[src/rtl/riscv_pkg.sv]
// Shared widths and load funct3 encodings for the writeback slice.
package riscv_pkg;

    localparam int unsigned XLEN = 32;

    localparam logic [2:0] F3_LB  = 3'b000;
    localparam logic [2:0] F3_LH  = 3'b001;
    localparam logic [2:0] F3_LW  = 3'b010;
    localparam logic [2:0] F3_LBU = 3'b100;
    localparam logic [2:0] F3_LHU = 3'b101;

endpackage

[src/rtl/riscv_load_align.sv]
// Combinational load formatter: selects the byte/half lane, extends it, flags misaligned or illegal loads.
module riscv_load_align
    import riscv_pkg::*;
#(
    parameter int unsigned W = XLEN
) (
    input  logic [2:0]   i_funct3,
    input  logic [1:0]   i_addr_lo,
    input  logic [W-1:0] i_rdata,
    output logic         o_err,
    output logic [W-1:0] o_data
);

    logic [7:0]  w_byte;
    logic [15:0] w_half;

    assign w_byte = i_rdata[{i_addr_lo, 3'b000} +: 8];
    assign w_half = i_rdata[{i_addr_lo[1], 4'b0000} +: 16];

    always_comb begin
        o_err  = 1'b0;
        o_data = '0;
        case (i_funct3)
            F3_LB:  o_data = {{(W-8){w_byte[7]}}, w_byte};
            F3_LBU: o_data = {{(W-8){1'b0}}, w_byte};
            F3_LH: begin
                o_err  = i_addr_lo[0];
                o_data = {{(W-16){w_half[15]}}, w_half};
            end
            F3_LHU: begin
                o_err  = i_addr_lo[0];
                o_data = {{(W-16){1'b0}}, w_half};
            end
            F3_LW: begin
                o_err  = (i_addr_lo != 2'b00);
                o_data = i_rdata;
            end
            default: o_err = 1'b1;
        endcase
    end

endmodule

[src/rtl/riscv_writeback.sv]
// Register-file write port: load-priority arbiter, registered write, pending-destination scoreboard.
// Optional forwarding outputs enabled by defining RISCV_WB_BYPASS_EN.
module riscv_writeback
    import riscv_pkg::*;
#(
    parameter int unsigned XLEN  = riscv_pkg::XLEN,
    parameter int unsigned NREGS = 32
) (
    input  logic            clk,
    input  logic            rst,
    input  logic            alu_valid,
    output logic            alu_ready,
    input  logic [4:0]      alu_rd,
    input  logic [XLEN-1:0] alu_data,
    input  logic            ld_valid,
    output logic            ld_ready,
    input  logic [4:0]      ld_rd,
    input  logic [2:0]      ld_funct3,
    input  logic [1:0]      ld_addr_lo,
    input  logic [XLEN-1:0] ld_rdata,
    input  logic            issue_valid,
    input  logic [4:0]      issue_rd,
    input  logic [4:0]      q_rs1,
    input  logic [4:0]      q_rs2,
    output logic            busy_rs1,
    output logic            busy_rs2,
    output logic [4:0]      rd,
    output logic            wen,
    output logic [XLEN-1:0] data,
    output logic            ld_err
`ifdef RISCV_WB_BYPASS_EN
    ,
    output logic            fwd_valid,
    output logic [4:0]      fwd_rd,
    output logic [XLEN-1:0] fwd_data
`endif
);

    logic            w_ld_err;
    logic [XLEN-1:0] w_ld_data;
    logic            w_alu_acc;
    logic            w_acc;
    logic [4:0]      w_sel_rd;
    logic [XLEN-1:0] w_sel_data;
    logic            w_sel_err;
    logic            w_wr;
    logic [NREGS-1:0] w_pend_nxt;

    logic [4:0]       r_rd;
    logic             r_wen;
    logic [XLEN-1:0]  r_data;
    logic             r_err;
    logic             r_done;
    logic [NREGS-1:0] r_pend;

    riscv_load_align #(.W(XLEN)) u_align (
        .i_funct3  (ld_funct3),
        .i_addr_lo (ld_addr_lo),
        .i_rdata   (ld_rdata),
        .o_err     (w_ld_err),
        .o_data    (w_ld_data)
    );

    assign ld_ready  = 1'b1;
    assign alu_ready = !rst && !ld_valid;

    always_comb begin
        w_alu_acc  = alu_valid && alu_ready;
        w_acc      = ld_valid || w_alu_acc;
        w_sel_rd   = ld_valid ? ld_rd : alu_rd;
        w_sel_data = ld_valid ? w_ld_data : alu_data;
        w_sel_err  = ld_valid && w_ld_err;
        w_wr       = w_acc && !w_sel_err && (w_sel_rd != 5'd0);
    end

    // r_done marks any accepted result (write, x0 or error) so its pending bit retires.
    always_ff @(posedge clk or posedge rst) begin
        if (rst) begin
            r_rd   <= '0;
            r_wen  <= 1'b0;
            r_data <= '0;
            r_err  <= 1'b0;
            r_done <= 1'b0;
        end else begin
            r_wen  <= w_wr;
            r_err  <= w_sel_err;
            r_done <= w_acc;
            if (w_acc)
                r_rd <= w_sel_rd;
            if (w_acc && !w_sel_err)
                r_data <= w_sel_data;
        end
    end

    // Set is applied after clear so a same-edge re-issue keeps the register pending.
    always_comb begin
        w_pend_nxt = r_pend;
        if (r_done)
            w_pend_nxt[r_rd] = 1'b0;
        if (issue_valid && (issue_rd != 5'd0))
            w_pend_nxt[issue_rd] = 1'b1;
        w_pend_nxt[0] = 1'b0;
    end

    always_ff @(posedge clk or posedge rst) begin
        if (rst)
            r_pend <= '0;
        else
            r_pend <= w_pend_nxt;
    end

    assign busy_rs1 = r_pend[q_rs1] && (q_rs1 != 5'd0);
    assign busy_rs2 = r_pend[q_rs2] && (q_rs2 != 5'd0);

    assign rd     = r_rd;
    assign wen    = r_wen;
    assign data   = r_data;
    assign ld_err = r_err;

`ifdef RISCV_WB_BYPASS_EN
    assign fwd_valid = w_wr;
    assign fwd_rd    = w_sel_rd;
    assign fwd_data  = w_sel_data;
`endif

endmodule
[config.mk]
export PLATFORM = sky130hd
export DESIGN_NAME = riscv_writeback
export DESIGN_NICKNAME = d
export VERILOG_FILES = /design/src/rtl/riscv_pkg.sv /design/src/rtl/riscv_load_align.sv /design/src/rtl/riscv_writeback.sv
export SDC_FILE = /design/constraint.sdc
export NUM_CORES = 1
export LEC_CHECK = 0
export BUFFER_PORTS_ARGS = -buffer_cell sky130_fd_sc_hd__clkbuf_2
export CAP_MARGIN = 20
export CORE_MARGIN = 2
export CORE_UTILIZATION = 30
export DETAILED_ROUTE_END_ITERATION = 8
export GPL_TIMING_DRIVEN = 0
export RECOVER_POWER = 50
export SLEW_MARGIN = 20
export SYNTH_ARGS = -nofsm -noshare
export SYNTH_HDL_FRONTEND = slang
export SYNTH_SLANG_ARGS = --single-unit
export TNS_END_PERCENT = 5
[constraint.sdc]
create_clock -name clk -period 2.2 [get_ports clk]
set_input_delay 0.11 -clock clk [delete_from_list [all_inputs] [get_ports clk]]
set_output_delay 0.11 -clock clk [all_outputs]
set_load 0.005 [all_outputs]
==> impl_summary.md <==
Outcome
The flow ran to the end, and the final reports show no timing, DRC or antenna violations.

Placed design
The number of port buffers is 132. At the end of routability-driven placement, the weighted congestion stood at 0.8711. The post-detailed-placement half-perimeter wirelength is 11.14 mm.

Logic synthesis
The average footprint of a synthesized cell is 9.909 sq um. The number of nets in the synthesized netlist is 520. The basic-gate share of the synthesized area counting and, or, nand and nor cells is 16.86%. After synthesis, the share of cell area in mux cells is 15.06%. Yosys attributes the largest share of cell area to sky130_fd_sc_hd__dfrtp_1, sky130_fd_sc_hd__o21ai_0, sky130_fd_sc_hd__mux4_2.

Counting every instance in the synthesized netlist gives 421. The number of register bits inferred by synthesis is 71. The share of synthesized cell area in full adder, half adder and majority cells is 0%. The number of distinct library cells after synthesis is 47.

In the post-synthesis netlist, the cell with the most instances is sky130_fd_sc_hd__o21ai_0. The share of the Yosys chip area taken by registers is 42.59%. The area share of the leading cell type in the synthesized netlist is 42.59%. Among all flip-flop cells after synthesis, the most frequent one is sky130_fd_sc_hd__dfrtp_1. The synthesized design spends more area on one cell type than any other, namely sky130_fd_sc_hd__dfrtp_1.

After Yosys synthesis, XOR and XNOR cells account for 0% of the synthesized area. For this run, the number of Yosys warnings is 0. The fraction of registers with async set or reset after synthesis is 100.0%. The combinational family with the most area after synthesis is compound AO/OA/AOI/OAI gates. The cell area that synthesis handed to floorplanning was 4172 sq um.

The commonest cells after synthesis are sky130_fd_sc_hd__o21ai_0, sky130_fd_sc_hd__dfrtp_1, sky130_fd_sc_hd__nand2_1, sky130_fd_sc_hd__nand3_1, sky130_fd_sc_hd__mux2i_1. The count of flip-flops with a built-in enable after synthesis is 0. Summing the areas of all compound-gate instances in the mapped netlist gives 21.93% of the synthesized area.

Timing
The final number of hold-violating endpoints was 0. Setup repair after global routing left no endpoint under its margin. Counting I/O delays and the setup requirement, the final critical path takes 1929 ps.

The total of endpoints with negative setup slack in the final report is 0. The worst pin sits at a relative slew slack of 4.107%. The count of pins over their slew limit was 0.

The worst path uses 87.68% of the clock period. Clock skew on the completed layout was measured at 5.825 ps. The pin slew with the least headroom to its limit is 1437 ps. The worst-case hold slack is 19.59 ps. For this run, the top clock speed supported by timing is 518.4 MHz.

Cells and area
The fill cell instance count of the final layout is 1404. Of the cells placed in the final design, the portion with a size suffix greater than 1 is 29.39%. The net total in the final layout is 669. Relative to the synthesized area, the layout overhead comes to 29.96%. The number of antenna cells inserted is 0.

Worst setup path
The critical register-to-register path endpoint is r_pend[5]. The critical path is of the register to output port type. The depth of the worst register-to-register path is 4. For the worst setup path, the data required time is 2090 ps. The worst reg-to-reg setup slack is 600 ps. The critical path launch point type is a register. Along the worst path, the maximum fanout reaches 3. The timing endpoint of the critical path is busy_rs1. The kind of end point of the critical path is an output port.

At the worst endpoint, the arrival time is 1820 ps. In this run the worst setup path begins at r_pend[14]. The worst register-to-register path begins at rd[2].

Floorplanning
Pin placement for this block handled 142 I/O pins. The site row count is 43. The die is 121.9 um wide. The initial utilization of the core area, before any placement, comes to 30.41%. In this run the vertical extent of the chip is 121.9 um. After floorplanning, the core was sized to cover 13720 sq um.

The die covers 14860 sq um.

Global route
The combined global-route utilization of all metal layers is 20.21%. The number of global-route vias before repair is 4201. For this run the aggregate overflow at the end of global routing stands at 0. The initial antenna violation count is 0. The first global-routing pass estimated 22.77 mm of wire. Entering global routing, the biggest net connects 39 pins.

Routing
Once detail routing completed, the nets flagged for antenna violations numbered 0. After detailed routing, the total wire length is 14.63 mm. The first routing iteration left 256 violations. The residual DRC count is 0. The average via count per standard cell is 5.527.

In the final routed layout, each cell accounts on average for 19.38 um. The first TritonRoute pass finished after 5 iterations. For this block, the via count after detailed routing is 4173.

Clock tree
Counting every sink on the clock net gives 71. Clock-pin slew was measured on the worst setup and hold paths at 70 ps. Clock tree synthesis selected as its root buffer the cell sky130_fd_sc_hd__clkbuf_16. The CTS H-tree depth is 3. The largest buffer count on any clock path is 2. The clock latency on the worst-skew pair is 340 ps. TritonCTS built the clock tree. The number of buffers inserted during clock tree synthesis is 9.

Power and ir drop
The overall power consumption is 4.617 mW. The static leakage power is 2.298 nW. The power per cell area is 851.6 nW/um^2. The maximum vdd drop is 0.3115 mV.

Run
The max-capacitance violation count is 0.

Min path
The path category of the worst min-delay check is primary input to register.
==> critical path, stage by stage (launching register included) <==
cell and delay [ps]:
sky130_fd_sc_hd__dfrtp_1 400, sky130_fd_sc_hd__mux4_2 480, sky130_fd_sc_hd__mux2_2 290, sky130_fd_sc_hd__nand3b_1 80, sky130_fd_sc_hd__nand4_1 100, sky130_fd_sc_hd__clkbuf_2 130
==> metal layers <==
layer  GRT usage [%]  up-vias  share of wire (%)
met5               0        -                  0
met4           9.914        0                2.9
met3           5.009       28                7.9
met2           32.79      190                 48
met1           25.13     2044                 41
li1                -     1911                  -
==> sequential cells by signal, indices dropped and copies added, names as in the netlist <==
signal / count
data: 32
ld_err: 1
r_done: 1
r_pend: 31
rd: 5
wen: 1
==> placed cells by master, fill, tap and decap left out, types with 12 or more instances in the layout <==
master                     count
sky130_fd_sc_hd__mux4_2       15
sky130_fd_sc_hd__nor2_1       17
sky130_fd_sc_hd__nand3_1      22
sky130_fd_sc_hd__dfrtp_1      71
sky130_fd_sc_hd__a21oi_1      12
sky130_fd_sc_hd__clkbuf_1     42
sky130_fd_sc_hd__a22oi_1      18
sky130_fd_sc_hd__nand2_1      42
sky130_fd_sc_hd__o21ai_0      72
sky130_fd_sc_hd__clkbuf_2    109
sky130_fd_sc_hd__nand3b_1     14
sky130_fd_sc_hd__mux2i_1      20
==> cell type report <==
cell class / instances / area (sq um) / share of cell area, %
plain buffers: 29 / 133.9 / 2.469
clock buffers: 10 / 229.0 / 4.223
clock inverters: 6 / 93.84 / 1.731
inverters: 3 / 11.26 / 0.2077
multi-input cells: 318 / 2250 / 41.50
flip-flops and latches: 71 / 1777 / 32.77
well taps: 180 / 225.2 / 4.154
repair buffers: 138 / 701.9 / 12.95
==> how the worst min path moves through the flow <==
stage | endpoint | slack [ps] | cells after the start | start
after floorplan | rd[0] | 230 | 2 | ld_rd[0]
after global placement | rd[3] | 350 | 3 | ld_rd[3]
after detailed placement | data[13] | 210 | 2 | rst
after CTS | data[16] | 9 | 3 | alu_data[16]
after global routing | data[25] | 20 | 3 | alu_data[25]
final | data[16] | 20 | 3 | alu_data[16]
==> stage by stage <==
stage	setup WS, ps	util (%)	instances	setup TNS [ps]	instance area, sq um
2_1_floorplan	293.4	-	421	0	4172
3_3_place_gp	-732.5	36.86	733	-51750	5057
3_5_place_dp	385.8	37.03	734	0	5080
4_1_cts	258.4	39.74	755	0	5453
5_1_grt	80.54	39.52	755	0	5421
6_report	271.1	39.52	755	0	5421
==> logic make-up after synthesis <==
logic type / Yosys count
AO/OA/AOI/OAI: 144
buffers and inverters: 32
flip-flops: 71
multiplexers: 43
other: 1
AND/OR/NAND/NOR: 130
==> power by group <==
group          switching (mW)  internal (mW)
logic                   0.573          0.572
clock network           0.608           1.00
registers               0.233           1.63
==> what timing repair did <==
item,in CTS,in global routing
setup buffers,0,0
gates resized for setup,0,0
endpoints found under the hold margin,37,0
hold buffers,5,0
Power figures use the tool's default switching activity.
